<file path="src/rtl/fizzbuzz_pkg.sv">
// Shared types and constants for the fizz/buzz run controller.
//   fb_state_t  : controller states (idle, streaming a run, completion pulse)
//   fb_code_t   : beat classification, bit 0 = fizz hit, bit 1 = buzz hit
//   FB_DIV_MIN  : smallest legal divisor; a zero divisor is stored as this
//   fb_classify : packs the two residue hits into a classification code
package fizzbuzz_pkg;

  typedef enum logic [1:0] {
    S_IDLE = 2'd0,
    S_RUN  = 2'd1,
    S_DONE = 2'd2
  } fb_state_t;

  typedef enum logic [1:0] {
    CODE_NONE     = 2'd0,
    CODE_FIZZ     = 2'd1,
    CODE_BUZZ     = 2'd2,
    CODE_FIZZBUZZ = 2'd3
  } fb_code_t;

  localparam int unsigned FB_DIV_MIN = 32'd1;

  function automatic fb_code_t fb_classify(input logic fizz_hit, input logic buzz_hit);
    return fb_code_t'({buzz_hit, fizz_hit});
  endfunction

endpackage

</file>
<file path="src/rtl/fizzbuzz_mod_counter.sv">
// Wrap-around residue counter.
//   clk, resetn : clock and asynchronous active-low reset
//   clr         : synchronous clear to 0 (wins over inc)
//   inc         : advance by one, wrapping to 0 once modulus-1 is reached
//   modulus     : wrap modulus, expected >= 1
//   value       : current residue
module mod_counter #(
  parameter int unsigned WIDTH = 8
) (
  input  logic             clk,
  input  logic             resetn,
  input  logic             clr,
  input  logic             inc,
  input  logic [WIDTH-1:0] modulus,
  output logic [WIDTH-1:0] value
);

  logic [WIDTH-1:0] r_value;
  logic [WIDTH-1:0] w_top;

  assign w_top = modulus - WIDTH'(1);

  // Residue register; >= instead of == keeps it bounded if modulus ever shrinks.
  always_ff @(posedge clk or negedge resetn) begin
    if (!resetn) begin
      r_value <= '0;
    end else if (clr) begin
      r_value <= '0;
    end else if (inc) begin
      r_value <= (r_value >= w_top) ? '0 : (r_value + WIDTH'(1));
    end else begin
      r_value <= r_value;
    end
  end

  assign value = r_value;

endmodule

</file>
<file path="src/rtl/fizzbuzz_sched.sv">
// Fizz/buzz run controller.
//   cfg_valid/cfg_ready/cfg_fizz/cfg_buzz/cfg_len : configuration port, open only in IDLE
//   start / abort : begin a run (IDLE only) / terminate a run (RUN only)
//   busy          : controller not idle
//   out_valid/out_ready/out_idx/out_code : classification stream with backpressure
//   done          : one-cycle pulse after the last beat of a completed run
// All outputs decode registered state; out_ready never reaches out_valid combinationally.
module fizzbuzz_sched
  import fizzbuzz_pkg::*;
#(
  parameter int unsigned FIZZ       = 3,
  parameter int unsigned BUZZ       = 5,
  parameter int unsigned MAX_CYCLES = 100,
  parameter int unsigned DIV_W      = 8,
  parameter int unsigned CNT_W      = $clog2(MAX_CYCLES + 1)
) (
  input  logic             clk,
  input  logic             resetn,
  input  logic             cfg_valid,
  output logic             cfg_ready,
  input  logic [DIV_W-1:0] cfg_fizz,
  input  logic [DIV_W-1:0] cfg_buzz,
  input  logic [CNT_W-1:0] cfg_len,
  input  logic             start,
  input  logic             abort,
  output logic             busy,
  output logic             out_valid,
  input  logic             out_ready,
  output logic [CNT_W-1:0] out_idx,
  output logic [1:0]       out_code,
  output logic             done
);

  localparam logic [DIV_W-1:0] L_FIZZ    = DIV_W'(FIZZ);
  localparam logic [DIV_W-1:0] L_BUZZ    = DIV_W'(BUZZ);
  localparam logic [DIV_W-1:0] L_DIV_MIN = DIV_W'(FB_DIV_MIN);
  localparam logic [CNT_W-1:0] L_MAX_LEN = CNT_W'(MAX_CYCLES);

  fb_state_t        r_state;
  fb_state_t        w_state_nxt;
  logic [DIV_W-1:0] r_fizz;
  logic [DIV_W-1:0] r_buzz;
  logic [CNT_W-1:0] r_len;
  logic [CNT_W-1:0] r_idx;
  logic [DIV_W-1:0] w_fizz_res;
  logic [DIV_W-1:0] w_buzz_res;
  logic [DIV_W-1:0] w_fizz_in;
  logic [DIV_W-1:0] w_buzz_in;
  logic [CNT_W-1:0] w_len_in;
  logic [CNT_W-1:0] w_len_eff;
  logic             w_cfg_take;
  logic             w_start_go;
  logic             w_xfer;
  logic             w_last;
  fb_code_t         w_code;

  // Config is only accepted while idle; clamp divisors to >= 1 and length to MAX_CYCLES.
  assign w_cfg_take = cfg_valid && (r_state == S_IDLE);
  assign w_fizz_in  = (cfg_fizz == {DIV_W{1'b0}}) ? L_DIV_MIN : cfg_fizz;
  assign w_buzz_in  = (cfg_buzz == {DIV_W{1'b0}}) ? L_DIV_MIN : cfg_buzz;
  assign w_len_in   = (cfg_len > L_MAX_LEN) ? L_MAX_LEN : cfg_len;
  // A config arriving with start governs that very run.
  assign w_len_eff  = w_cfg_take ? w_len_in : r_len;

  assign w_start_go = (r_state == S_IDLE) && start;
  assign w_xfer     = (r_state == S_RUN) && out_ready;
  assign w_last     = (r_idx == (r_len - CNT_W'(1)));

  // State register.
  always_ff @(posedge clk or negedge resetn) begin
    if (!resetn) begin
      r_state <= S_IDLE;
    end else begin
      r_state <= w_state_nxt;
    end
  end

  // Next-state logic; abort outranks a simultaneous final transfer.
  always_comb begin
    w_state_nxt = r_state;
    case (r_state)
      S_IDLE: begin
        if (start) begin
          w_state_nxt = (w_len_eff == {CNT_W{1'b0}}) ? S_DONE : S_RUN;
        end else begin
          w_state_nxt = S_IDLE;
        end
      end
      S_RUN: begin
        if (abort) begin
          w_state_nxt = S_IDLE;
        end else if (w_xfer && w_last) begin
          w_state_nxt = S_DONE;
        end else begin
          w_state_nxt = S_RUN;
        end
      end
      S_DONE:  w_state_nxt = S_IDLE;
      default: w_state_nxt = S_IDLE;
    endcase
  end

  // Stored run configuration.
  always_ff @(posedge clk or negedge resetn) begin
    if (!resetn) begin
      r_fizz <= L_FIZZ;
      r_buzz <= L_BUZZ;
      r_len  <= L_MAX_LEN;
    end else if (w_cfg_take) begin
      r_fizz <= w_fizz_in;
      r_buzz <= w_buzz_in;
      r_len  <= w_len_in;
    end else begin
      r_fizz <= r_fizz;
      r_buzz <= r_buzz;
      r_len  <= r_len;
    end
  end

  // Beat index: cleared on start, advanced per accepted beat.
  always_ff @(posedge clk or negedge resetn) begin
    if (!resetn) begin
      r_idx <= '0;
    end else if (w_start_go) begin
      r_idx <= '0;
    end else if (w_xfer) begin
      r_idx <= r_idx + CNT_W'(1);
    end else begin
      r_idx <= r_idx;
    end
  end

  mod_counter #(.WIDTH(DIV_W)) u_fizz_res (
    .clk     (clk),
    .resetn  (resetn),
    .clr     (w_start_go),
    .inc     (w_xfer),
    .modulus (r_fizz),
    .value   (w_fizz_res)
  );

  mod_counter #(.WIDTH(DIV_W)) u_buzz_res (
    .clk     (clk),
    .resetn  (resetn),
    .clr     (w_start_go),
    .inc     (w_xfer),
    .modulus (r_buzz),
    .value   (w_buzz_res)
  );

  assign w_code = fb_classify((w_fizz_res == {DIV_W{1'b0}}), (w_buzz_res == {DIV_W{1'b0}}));

  // Code is forced to NONE outside RUN so idle outputs read as zero.
  assign out_valid = (r_state == S_RUN);
  assign out_code  = (r_state == S_RUN) ? w_code : CODE_NONE;
  assign out_idx   = r_idx;
  assign busy      = (r_state != S_IDLE);
  assign cfg_ready = (r_state == S_IDLE);
  assign done      = (r_state == S_DONE);

endmodule

</file>
<file path="config.mk">
export PLATFORM = sky130hd
export DESIGN_NAME = fizzbuzz_sched
export DESIGN_NICKNAME = d
export VERILOG_FILES = /design/src/rtl/fizzbuzz_pkg.sv /design/src/rtl/fizzbuzz_mod_counter.sv /design/src/rtl/fizzbuzz_sched.sv
export SDC_FILE = /design/constraint.sdc
export NUM_CORES = 1
export LEC_CHECK = 0
export ABC_AREA = 1
export ABC_CLOCK_PERIOD_IN_PS = 3680
export BUFFER_PORTS_ARGS = -buffer_cell sky130_fd_sc_hd__buf_2
export CAP_MARGIN = 20
export CORE_MARGIN = 2
export CORE_UTILIZATION = 50
export DETAILED_ROUTE_END_ITERATION = 6
export GPL_ROUTABILITY_DRIVEN = 0
export PLACE_DENSITY_LB_ADDON = 0.25
export SYNTH_ARGS = -nofsm -noshare
export SYNTH_HDL_FRONTEND = slang
export SYNTH_SLANG_ARGS = --single-unit
</file>
<file path="constraint.sdc">
create_clock -name clk -period 3.68 [get_ports clk]
set_input_delay 0.368 -clock clk [delete_from_list [all_inputs] [get_ports clk]]
set_output_delay 0.368 -clock clk [all_outputs]
set_load 0.005 [all_outputs]
</file>
==> results.toml <==
[floorplan]
row_count = 29
placeableCoreArea_um2 = 6280
die_height_um = 83.9
die-area_um2 = 7040
num_io_pins = 42
initial_core_util_pct = 50.9
die_x_um = 83.9

[timing]
finalClockSkew_ns = 0.00826
rsz0062_at_grt = "no"
hold_fails_final_rpt = 0
finalWorstPathRequiredPeriod_ns = 2.30
drv_slew = 0
setup_slack_ns = 1.38
highest_clock_frequency_the_design_can_meet_ghz = 0.436
tightest_slew_ns = 0.547
slew_headroom_pct = 63.5
setup-violations-final = 0
setup_total_negative_slack_ns = 0
period_utilization_pct = 62.4

[logic_synthesis]
asyncSetResetFlopFracSynth_pct = 100
share_of_the_synthesized_netlist_area_taken_by_xor_and_xnor_gates_pct = 4.94
synthTopCellsByCount = "102 x nand2_1, 70 x inv_1, 41 x dfrtp_1"
syn-instance-count = 430
synth_area_um2 = 3190
synth-seq-area-share_pct = 37.9
synthTopCellsByArea = "dfrtp_1 32%, nand2_1 12%, ha_1 9.4%"
postSynthRegisterBits = 48
yosys.area_share.simple_pct = 26.1
synth-edff-count = 0
post_synth_mux_area_share_pct = 0
share_of_the_synthesized_area_in_compound_gates_ao_oa_aoi_oai_pct = 11.8
syn_area_per_cell_um2 = 7.43
postSynth.topFlopCell = "dfrtp_1"
yosysMostFrequentCell = "nand2_1"
synth_top_area_share_pct = 32.1
post_synthesis_net_count = 483
yosysUniqueCellTypes = 32
ys_warns = 0
yosysTopAreaCell = "dfrtp_1"
synth_top_family_by_area = "simple AND/OR/NAND/NOR gates"
post_synth_fa_ha_maj_area_fraction_pct = 9.40

[setup_path]
category_of_the_most_critical_setup_path = "flip-flop to flip-flop"
cp_data_required_time_ns = 3.85
timing.critical_path.to_type = "flip-flop"
r2r.worst_path.cells = 12
timing.reg2reg.setup_slack_ns = 1.38
r2r-start = "r_fizz[0]"
critical_path_cell_list = "inv_1 > ha_1 > nand2_1 > nor3_1 > xor2_1 > inv_1 > ha_1 > nand2_1 > nor2_1 > nand4_1 > nand3_1 > o21ai_0"
start_kind = "flip-flop"
critical-path-max-stage-delay_ns = 0.54
crit_path_max_fanout = 8
worstReg2RegEnd = "u_fizz_res.value[7]"
cp_top_family = "simple AND/OR/NAND/NOR gates"
timing.critical_path.slowest_stage_cell = "dfstp_2"
critPathBufInv = 2
critical_path_arrival_ns = 2.47

[clocking]
post_cts_hold_buffer_count = 0
cts_tree = "yes"
cts_repair_resize_count = 0
cts-buffers-inserted = 5
cts.htree.levels = 2
postCtsSetupRepairBufs = 0
clock_buffer_depth = 2
cts_sinks = 48
clock_tree.root_cell = "clkbuf_8"
insertion_delay_ns = 0.30
clk_transition_reported_paths_ns = 0.09

[finish]
final_layout_net_count = 526
fillCellCount = 601
finalInstanceArea_um2 = 3570
layout_stage_area_growth_over_the_synthesis_result_pct = 11.7
drive_gt1_share_pct = 14.3
antenna_cells = 0

[global_routing]
grt_use_total_pct = 20.4
globalRouteOverflowTotal = 0
grt_antenna_before_repair = 0
grt_first_pass_wirelength_um = 11900
grt_start_max_net_pins = 49
first_global_vias = 2655

[pwr]
pwr_total_mw = 1.72
switchingPower_mw = 0.658
irDropWorstVdd_uv = 214
comb_power_share_pct = 37.8
power_frac_clock_pct = 18.8
netSwitchingFraction_pct = 38.3
power_leakage_nw = 1.88
powerDensity_nw_per_um2 = 481
p_int_mw = 1.06
power_frac_seq_pct = 43.4

[routing]
routed_wirelength_um = 6490
detail-route-antenna-nets = 0
drt-pass1-iter-count = 4
route.detailed.wl_per_inst_um = 11.8
drc = 0
num_vias = 2770
drt_iter0_markers = 126
drt-vias-per-instance = 5.03

[run]
cap_violations = 0

[hold_path]
holdCritPathClass = "primary input to async pin"

[outcome]
status = "finished clean"

[placement]
dpl.hpwl_um = 4950
port_buffers = 41
detailedPlace.worstSlack_ns = 1.39
post_dp_cell_area_um2 = 3460
[per-stage QoR]
stage          util [%]  instances  hold slack [ns]
5_1_grt            56.8        551           0.0538
3_5_place_dp       55.1        542            0.495
4_1_cts            56.5        550            0.267
6_report           56.8        551           0.0194
2_1_floorplan         -        430           0.0724
3_3_place_gp       55.1        542            0.493
[cell usage in the layout (no fill, tap or decap)]
master	count
nor2_1	33
a21oi_1	17
inv_2	4
nand3_1	23
nor2_2	2
o21bai_1	2
nor3_1	16
a211oi_1	1
nand2_2	3
nand2_1	102
buf_2	41
xnor2_1	8
a22o_1	1
nor4_1	3
o22ai_1	14
a31oi_1	1
inv_1	70
buf_12	1
dfstp_2	7
o21ai_2	1
dfrtp_1	41
nand2_4	1
o21ai_0	27
nand3b_1	1
nor2_4	1
nand4_1	8
a21oi_2	1
clkbuf_8	6
clkbuf_1	2
o21a_1	2
xor2_1	10
ha_1	24
[worst max path at each step]
stage | depth (start not counted) | endpoint | start | slack [ns]
after floorplan | 12 | u_fizz_res.value[7] | r_fizz[0] | 1.64
after global placement | 9 | u_buzz_res.value[7] | r_buzz[2] | 1.44
after detailed placement | 12 | u_fizz_res.value[7] | r_fizz[0] | 1.39
after CTS | 12 | u_fizz_res.value[7] | r_fizz[0] | 1.38
after global routing | 9 | u_buzz_res.value[7] | r_buzz[1] | 1.13
final | 12 | u_fizz_res.value[7] | r_fizz[0] | 1.38
[sequential cells by signal, summed over array words and instances (netlist names)]
signal and cells:
r_state 2, r_len 7, r_fizz 8, r_buzz 8
u_buzz_res.value 8, out_idx 7, u_fizz_res.value 8
[logic make-up (layout without fill, tap and decap cells)]
group	Yosys count	after routing
fa+ha+maj	24	24
flops	48	48
compound gates	67	67
simple gates	193	193
xor+xnor	18	18
buf+inv	80	124
[layout make-up]
| type | count | area [um2] | share of cell area [%] |
|---|---|---|---|
| well taps | 77 | 96.3 | 2.70 |
| flip-flops and latches | 48 | 1210 | 33.9 |
| inverters | 74 | 278 | 7.79 |
| repair buffers | 42 | 225 | 6.31 |
| clock buffers | 8 | 90.1 | 2.53 |
| multi-input cells | 302 | 1670 | 46.8 |
[metal layers]
metal	GRT usage (%)	wire [um]	vias to the layer above
met1	29.9	3430	1225
met3	3.46	253	6
met2	31.5	2710	55
li1	-	-	1484
met5	0	0	-
met4	5.43	85	0
[power groups by stage]
stage | sequential (mW) | combinational, mW | clock (mW)
2_1_floorplan | 0.727 | 0.497 | 0
3_3_place_gp | 0.748 | 0.634 | 0
3_5_place_dp | 0.754 | 0.649 | 0
4_1_cts | 0.744 | 0.653 | 0.334
5_1_grt | 0.762 | 0.766 | 0.353
6_report | 0.745 | 0.649 | 0.323
Power figures use the tool's default switching activity.
